[config.mk]
export PLATFORM = sky130hd
export DESIGN_NAME = aes128_round_seq
export DESIGN_NICKNAME = d
export VERILOG_FILES = /design/src/rtl/aes_seq_pkg.sv /design/src/rtl/aes_rcon_xtime.sv /design/src/rtl/aes128_round_seq.sv
export SDC_FILE = /design/constraint.sdc
export NUM_CORES = 1
export LEC_CHECK = 0
export ABC_AREA = 1
export BUFFER_PORTS_ARGS = -buffer_cell sky130_fd_sc_hd__buf_2
export CAP_MARGIN = 20
export CORE_MARGIN = 2
export CORE_UTILIZATION = 55
export CTS_CLUSTER_DIAMETER = 40
export CTS_CLUSTER_SIZE = 25
export DETAILED_ROUTE_END_ITERATION = 10
export HOLD_SLACK_MARGIN = 0.02
export PLACE_DENSITY = 0.86
export REMOVE_ABC_BUFFERS = 1
export SETUP_SLACK_MARGIN = 0.4
export SYNTH_ARGS = -nofsm -noshare
export SYNTH_HDL_FRONTEND = slang
export SYNTH_HIERARCHICAL = 1
export SYNTH_SLANG_ARGS = --single-unit
[constraint.sdc]
create_clock -name clk_i -period 3.6 [get_ports clk_i]
set_input_delay 0.36 -clock clk_i [delete_from_list [all_inputs] [get_ports clk_i]]
set_output_delay 0.36 -clock clk_i [all_outputs]
set_load 0.05 [all_outputs]
[src/rtl/aes_seq_pkg.sv]
// Shared encodings for the AES-128 round sequencer.
//   - Micro-op codes presented on op_code to the vector AES datapath.
//   - Operation mode encodings carried on the mode input.
//   - Sequencer FSM state encoding.
package aes_seq_pkg;

  // Micro-op codes; 0 means "no op" and appears whenever op_valid is low.
  localparam logic [3:0] OpNone  = 4'd0;
  localparam logic [3:0] OpLdKey = 4'd1;
  localparam logic [3:0] OpLdIn  = 4'd2;
  localparam logic [3:0] OpStRk  = 4'd3;
  localparam logic [3:0] OpStOut = 4'd4;
  localparam logic [3:0] OpAddRk = 4'd5;
  localparam logic [3:0] OpXorRk = 4'd6;
  localparam logic [3:0] OpSub   = 4'd7;
  localparam logic [3:0] OpMix   = 4'd8;
  localparam logic [3:0] OpISub  = 4'd9;
  localparam logic [3:0] OpIMix  = 4'd10;

  // Operation modes.
  localparam logic [1:0] ModeKey     = 2'b00;
  localparam logic [1:0] ModeEnc     = 2'b01;
  localparam logic [1:0] ModeDec     = 2'b10;
  localparam logic [1:0] ModeIllegal = 2'b11;

  // StArm is a one-cycle slot between the accepted start and the first op.
  typedef enum logic [3:0] {
    StIdle,
    StArm,
    StLoad,
    StKey0,
    StMainA,
    StMainB,
    StMainC,
    StFinA,
    StFinB,
    StStore,
    StDone
  } state_e;

endpackage

[src/rtl/aes_rcon_xtime.sv]
// GF(2^8) multiply-by-x (xtime) with the AES reduction polynomial, used to
// step the round constant.
//   a_i  : input byte
//   y_o  : a_i * x mod (x^8 + x^4 + x^3 + x + 1)
module aes_rcon_xtime (
  input  logic [7:0] a_i,
  output logic [7:0] y_o
);

  always_comb begin
    y_o = {a_i[6:0], 1'b0};
    if (a_i[7]) begin
      y_o = y_o ^ 8'h1B;
    end
  end

endmodule

[src/rtl/aes128_round_seq.sv]
// AES-128 round sequencer. Replaces the software key-schedule, encrypt and
// decrypt loops: on start it walks the round structure and issues one
// micro-op per valid/ready handshake to the vector AES datapath, supplying
// round-key addresses and round constants.
//
// Ports:
//   clk_i       clock
//   clrn_i      asynchronous active-low reset
//   start_i     one-cycle request, sampled only when idle
//   mode_i      00 key schedule, 01 encrypt, 10 decrypt, 11 illegal
//   op_valid_o  micro-op presented
//   op_ready_i  datapath accepts the presented op this cycle
//   op_code_o   micro-op code (aes_seq_pkg)
//   op_addr_o   byte address for load/store/xor ops, 0 otherwise
//   op_rcon_o   round constant for ADDRK, 0 otherwise
//   round_o     current round index
//   busy_o      high from the cycle after an accepted start until done
//   done_o      one-cycle completion pulse
//   err_o       one-cycle pulse with done_o for an illegal mode
module aes128_round_seq
  import aes_seq_pkg::*;
#(
  parameter int unsigned NR       = 10,
  parameter logic [31:0] RK_BASE  = 32'h58,
  parameter logic [31:0] KEY_ADDR = 32'h48,
  parameter logic [31:0] IN_ADDR  = 32'h28,
  parameter logic [31:0] OUT_ADDR = 32'h38
) (
  input  logic        clk_i,
  input  logic        clrn_i,
  input  logic        start_i,
  input  logic [1:0]  mode_i,
  output logic        op_valid_o,
  input  logic        op_ready_i,
  output logic [3:0]  op_code_o,
  output logic [31:0] op_addr_o,
  output logic [7:0]  op_rcon_o,
  output logic [3:0]  round_o,
  output logic        busy_o,
  output logic        done_o,
  output logic        err_o
);

  localparam logic [3:0] NrL = 4'(NR);

  state_e      state_q, state_d;
  logic [1:0]  mode_q, mode_d;
  logic [3:0]  round_q, round_d;
  logic [7:0]  rcon_q, rcon_d;
  logic [7:0]  rcon_next;
  logic [31:0] rk_addr;
  logic        is_key, is_enc, is_dec;

  aes_rcon_xtime u_xtime (
    .a_i (rcon_q),
    .y_o (rcon_next)
  );

  assign is_key  = (mode_q == ModeKey);
  assign is_enc  = (mode_q == ModeEnc);
  assign is_dec  = (mode_q == ModeDec);
  assign rk_addr = RK_BASE + {24'd0, round_q, 4'd0};

  assign round_o = round_q;
  assign busy_o  = (state_q != StIdle) && (state_q != StDone);
  assign done_o  = (state_q == StDone);
  assign err_o   = (state_q == StDone) && (mode_q == ModeIllegal);

  // Op fields are a pure function of the registered state, so they cannot
  // change while a presented op is stalled.
  always_comb begin
    state_d    = state_q;
    mode_d     = mode_q;
    round_d    = round_q;
    rcon_d     = rcon_q;
    op_valid_o = 1'b0;
    op_code_o  = OpNone;
    op_addr_o  = '0;
    op_rcon_o  = '0;

    unique case (state_q)
      StIdle: begin
        rcon_d  = 8'h01;
        round_d = '0;
        if (start_i) begin
          mode_d = mode_i;
          if (mode_i == ModeIllegal) begin
            state_d = StDone;
          end else begin
            state_d = StArm;
            if (mode_i == ModeDec) begin
              round_d = NrL;
            end
          end
        end
      end

      StArm: begin
        state_d = StLoad;
      end

      StLoad: begin
        op_valid_o = 1'b1;
        op_code_o  = is_key ? OpLdKey : OpLdIn;
        op_addr_o  = is_key ? KEY_ADDR : (is_enc ? IN_ADDR : OUT_ADDR);
        if (op_ready_i) begin
          state_d = StKey0;
        end
      end

      // Initial round-key op: store rk0, or whiten with rk0 / rk_NR.
      StKey0: begin
        op_valid_o = 1'b1;
        op_code_o  = is_key ? OpStRk : OpXorRk;
        op_addr_o  = rk_addr;
        if (op_ready_i) begin
          round_d = is_dec ? round_q - 4'd1 : round_q + 4'd1;
          // With a single round the cipher has no full rounds to run.
          state_d = (!is_key && (NrL == 4'd1)) ? StFinA : StMainA;
        end
      end

      StMainA: begin
        op_valid_o = 1'b1;
        if (is_key) begin
          op_code_o = OpAddRk;
          op_rcon_o = rcon_q;
        end else begin
          op_code_o = is_enc ? OpSub : OpISub;
        end
        if (op_ready_i) begin
          state_d = StMainB;
          if (is_key) begin
            rcon_d = rcon_next;
          end
        end
      end

      StMainB: begin
        op_valid_o = 1'b1;
        if (is_key) begin
          op_code_o = OpStRk;
          op_addr_o = rk_addr;
        end else if (is_enc) begin
          op_code_o = OpMix;
        end else begin
          op_code_o = OpXorRk;
          op_addr_o = rk_addr;
        end
        if (op_ready_i) begin
          if (is_key) begin
            // Key schedule rounds are two ops; the last store ends the run.
            if (round_q == NrL) begin
              state_d = StDone;
            end else begin
              round_d = round_q + 4'd1;
              state_d = StMainA;
            end
          end else begin
            state_d = StMainC;
          end
        end
      end

      StMainC: begin
        op_valid_o = 1'b1;
        if (is_enc) begin
          op_code_o = OpXorRk;
          op_addr_o = rk_addr;
        end else begin
          op_code_o = OpIMix;
        end
        if (op_ready_i) begin
          if (is_enc) begin
            round_d = round_q + 4'd1;
            state_d = (round_q == NrL - 4'd1) ? StFinA : StMainA;
          end else begin
            round_d = round_q - 4'd1;
            state_d = (round_q == 4'd1) ? StFinA : StMainA;
          end
        end
      end

      StFinA: begin
        op_valid_o = 1'b1;
        op_code_o  = is_enc ? OpSub : OpISub;
        if (op_ready_i) begin
          state_d = StFinB;
        end
      end

      StFinB: begin
        op_valid_o = 1'b1;
        op_code_o  = OpXorRk;
        op_addr_o  = rk_addr;
        if (op_ready_i) begin
          state_d = StStore;
        end
      end

      StStore: begin
        op_valid_o = 1'b1;
        op_code_o  = OpStOut;
        op_addr_o  = OUT_ADDR;
        if (op_ready_i) begin
          state_d = StDone;
        end
      end

      StDone: begin
        round_d = '0;
        state_d = StIdle;
      end

      default: begin
        state_d = StIdle;
      end
    endcase
  end

  always_ff @(posedge clk_i or negedge clrn_i) begin
    if (!clrn_i) begin
      state_q <= StIdle;
      mode_q  <= ModeKey;
      round_q <= '0;
      rcon_q  <= 8'h01;
    end else begin
      state_q <= state_d;
      mode_q  <= mode_d;
      round_q <= round_d;
      rcon_q  <= rcon_d;
    end
  end

endmodule

==> key figures <==
Synthesis
  – Library cell with the largest summed area after synthesis: sky130_fd_sc_hd__dfrtp_1
  – Mean area per synthesized cell: between 6 and 7 um^2
  – Synth top cells by count: sky130_fd_sc_hd__nand2_1 (71), sky130_fd_sc_hd__nor2_1 (36), sky130_fd_sc_hd__buf_4 (31), sky130_fd_sc_hd__inv_1 (31), sky130_fd_sc_hd__nand3_1 (26)
  – Ranking of synthesized cells by area: sky130_fd_sc_hd__dfrtp_1 (24%), sky130_fd_sc_hd__nand2_1 (15%), sky130_fd_sc_hd__buf_4 (13%), sky130_fd_sc_hd__nor2_1 (7.6%), sky130_fd_sc_hd__nand3_1 (7.3%)
  – Mux cell area share after synthesis: 0%
  – Sequential fraction of the synthesis area: between 20% and 30%
  – Post-Synth Simple-Gate Area: a little under two fifths
  – Yosys warnings: 6
  – Compound-gate portion of the synthesized area: ~9%
  – Number of synthesized flops with an enable pin: 0
  – Most numerous cell in the Yosys netlist: sky130_fd_sc_hd__nand2_1
  – Area of the mapped netlist: 1790 um^2
  – Most used flip-flop cell after synthesis: sky130_fd_sc_hd__dfrtp_1
  – Top cell type's share of synthesized area: between 20% and 30%
  – Gate count after technology mapping: about 290
  – Post-synthesis async set-or-reset flop share: between 90% and 100%
  – Number of distinct library cells after synthesis: 32
  – Largest family of logic cells by synthesized area: simple AND/OR/NAND/NOR gates
  – Synthesis-stage register bit count: 18
  – Synthesized-area fraction occupied by adder cells: around 2.8%
  – Xor/xnor share of the synthesized area: between 1.5 and 2%

Global route
  – Total global routing track utilization: 24.8%
  – Global-route wire length before repair: 6.86 mm
  – Largest net degree at the start of global routing: 19
  – Number of antenna violations at the first check in global routing: 0
  – Number of global-route vias before repair: between 1500 and 2000
  – Final global-route overflow total: 0

Floorplanning
  – Overall die area: between 3000 and 4000 um^2
  – Die Span X: around 60 um
  – I/O Pins: 58
  – Die height: about 60 um
  – Initial core utilization: around three fifths
  – Placement row count: 20
  – Area inside the core boundary: 3080 um^2

CTS
  – CTS-repair resized insts: 0
  – Buffer cell driving the clock tree root: sky130_fd_sc_hd__clkbuf_4
  – H-Tree Level Count: 1
  – Number of buffers on the longest clock path: 2
  – CTS tree: done
  – Clock buffer count from CTS: 3
  – Number of sinks driven by the clock tree: 18
  – Clock-pin transition on the worst setup and hold timing paths: between 100 and 150 ps
  – Source-to-sink clock delay at the later pin of the worst-skew pair: roughly 310 ps

Critical path
  – Critical R2R Launch: state_q[1]
  – Req. time, crit path: between 3000 and 4000 ps
  – Startpoint-to-endpoint class of the critical path: flip-flop to output pin
  – Critical-path top delay cell: sky130_fd_sc_hd__dfrtp_1
  – Max incr delay on CP: roughly 490 ps
  – Critical Path Start Type: flip-flop
  – Origin of the worst setup path: state_q[1]
  – Series of cell instances along the critical path: inv_2 -> nand2_2 -> nor2_4 -> inv_1 -> o221ai_1 -> buf_2
  – Type of element capturing the critical path: output pin
  – Crit Path Max Fanout: 14
  – Worst Path Arrival: 2010 ps

Power and ir drop
  – Leakage power figure: 0.00104 uW
  – Peak supply drop: ~0.66 mV
  – Total power consumption of the routed design: roughly 1800 uW
  – Cell area power density: about 960 nW/um^2

Run status
  – Outcome: finished, final reports clean

Routing
  – Count of unresolved DRC violations after routing: 0
  – Antenna-violating nets left: 0
  – Vias per Instance: between 5 and 6
  – Final WL: roughly 4.3 mm
  – Post-DR wirelength/cell: roughly 12 um
  – Drt first pass iters: 4
  – Vias after detailed routing: between 1500 and 2000
  – Starting DRT DRC Count: between 100 and 150

Final layout
  – Share of cells above drive strength 1: 18.6%
  – Area occupied by multi-input gates: 1020 um^2
  – Antenna fix cells: 0
  – Post-layout net count: roughly 320
  – Growth of design area from synthesis to finish: 5.18%
  – Layout Utilization: just over 60%
  – Area of all sequential standard cells: 452 um^2
  – Fill cell count: between 300 and 400

Worst hold path
  – Hold Startpoint: mode_i[0]
  – HP Class: input port to flip-flop

Timing
  – Count of pins over their slew limit: 0
  – Highest clock rate: between 400 and 500 MHz
  – Final critical-path share of the clock period: 66.0%
  – RSZ-0062 raised after global routing: no
  – Clock tree skew after final layout: around 5.5 ps
  – Final total negative setup slack: 0 ps
  – Final setup violation count: 0
  – Final Hold Vio Count: 0
  – Time the worst path needs with I/O delays and setup: approximately 2400 ps

Placed design
  – GP Congestion: slightly above 0.9
  – IO buf count: 31
  – Post-DP HPWL: about 3.4 mm

Job
  – Number of maximum-capacitance constraint violations: 0
## power breakdown
part,internal [uW],switching (uW),leakage [uW]
clock network,61.9,73.4,0.0000210
registers,262,84.3,0.000238
logic,307,1010,0.000781
total,630,1170,0.00104
## worst max-delay path: cells and delay by family (launching register included)
family | cells | cell delay (ps)
flops | 1 | 490
simple gates | 2 | 440
compound gates | 1 | 210
buf+inv | 3 | 550
## per-layer routing
metal	share of wire [%]	vias to the layer above	wire, um	GRT usage [%]
met5	0	-	0	0
met3	7.8	10	336	3.15
li1	-	886	-	-
met1	44	793	1920	33.0
met4	1.5	0	65	8.07
met2	46	90	2000	41.9
## metrics by stage
step | instances | setup slack, ps | area (um^2) | hold WS, ps
floorplan | 275 | 1040 | 1620 | 64.4
global placement | 350 | 1590 | 1830 | 315
detailed placement | 350 | 1630 | 1830 | 317
CTS | 355 | 1260 | 1880 | 360
global route | 355 | 1090 | 1880 | 391
finish | 355 | 1230 | 1880 | 351
## cell usage in the layout (no fill, tap or decap), drive strengths merged
cell and count:
xnor2 1, ha 4, nand2 79, dfrtp 17, dlygate4sd3 1, dfstp 1
and2 1, nor4 1, o2111ai 1, o22ai 2, a21oi 4, nor2 40
buf 31, conb 26, inv 40, nor3 2, nand4 5, xor2 3
o221ai 1, o211ai 1, nand3 26, o21ai 20, clkbuf 4
## flip-flops by register name, indices dropped and copies added (netlist names)
name / cells
mode_q: 2
rcon_q: 8
round_o: 4
state_q: 4
## worst paths after layout
kind,endpoint,slack [ps],cells after the start
max,op_code_o[3],1230,6
min,mode_q[0],350,3
max reg2reg,rcon_q[3],1850,9
min reg2reg,rcon_q[0],510,2
max in group asynchronous,rcon_q[0],2770,2
min in group asynchronous,rcon_q[2],500,2
## final cells by class
| class | count | area share (%) |
|---|---|---|
| Inverter | 40 | 8.12 |
| Sequential cell | 18 | 24.0 |
| Timing Repair Buffer | 32 | 8.78 |
| Tap cell | 44 | 2.93 |
| Clock buffer | 4 | 1.93 |
| Multi-Input combinational cell | 217 | 54.2 |
## kinds of logic after synthesis
| group | after synthesis |
|---|---|
| AO/OA/AOI/OAI | 29 |
| XOR/XNOR | 4 |
| adder cells (fa/ha/maj) | 4 |
| buffers and inverters | 75 |
| flip-flops | 18 |
| other | 1 |
| AND/OR/NAND/NOR | 154 |
## what timing repair did
action / CTS / global route
hold buffers: 1 / 0
setup buffers: 0 / 0
hold endpoints to repair: 17 / 0
Power figures use the tool's default switching activity.
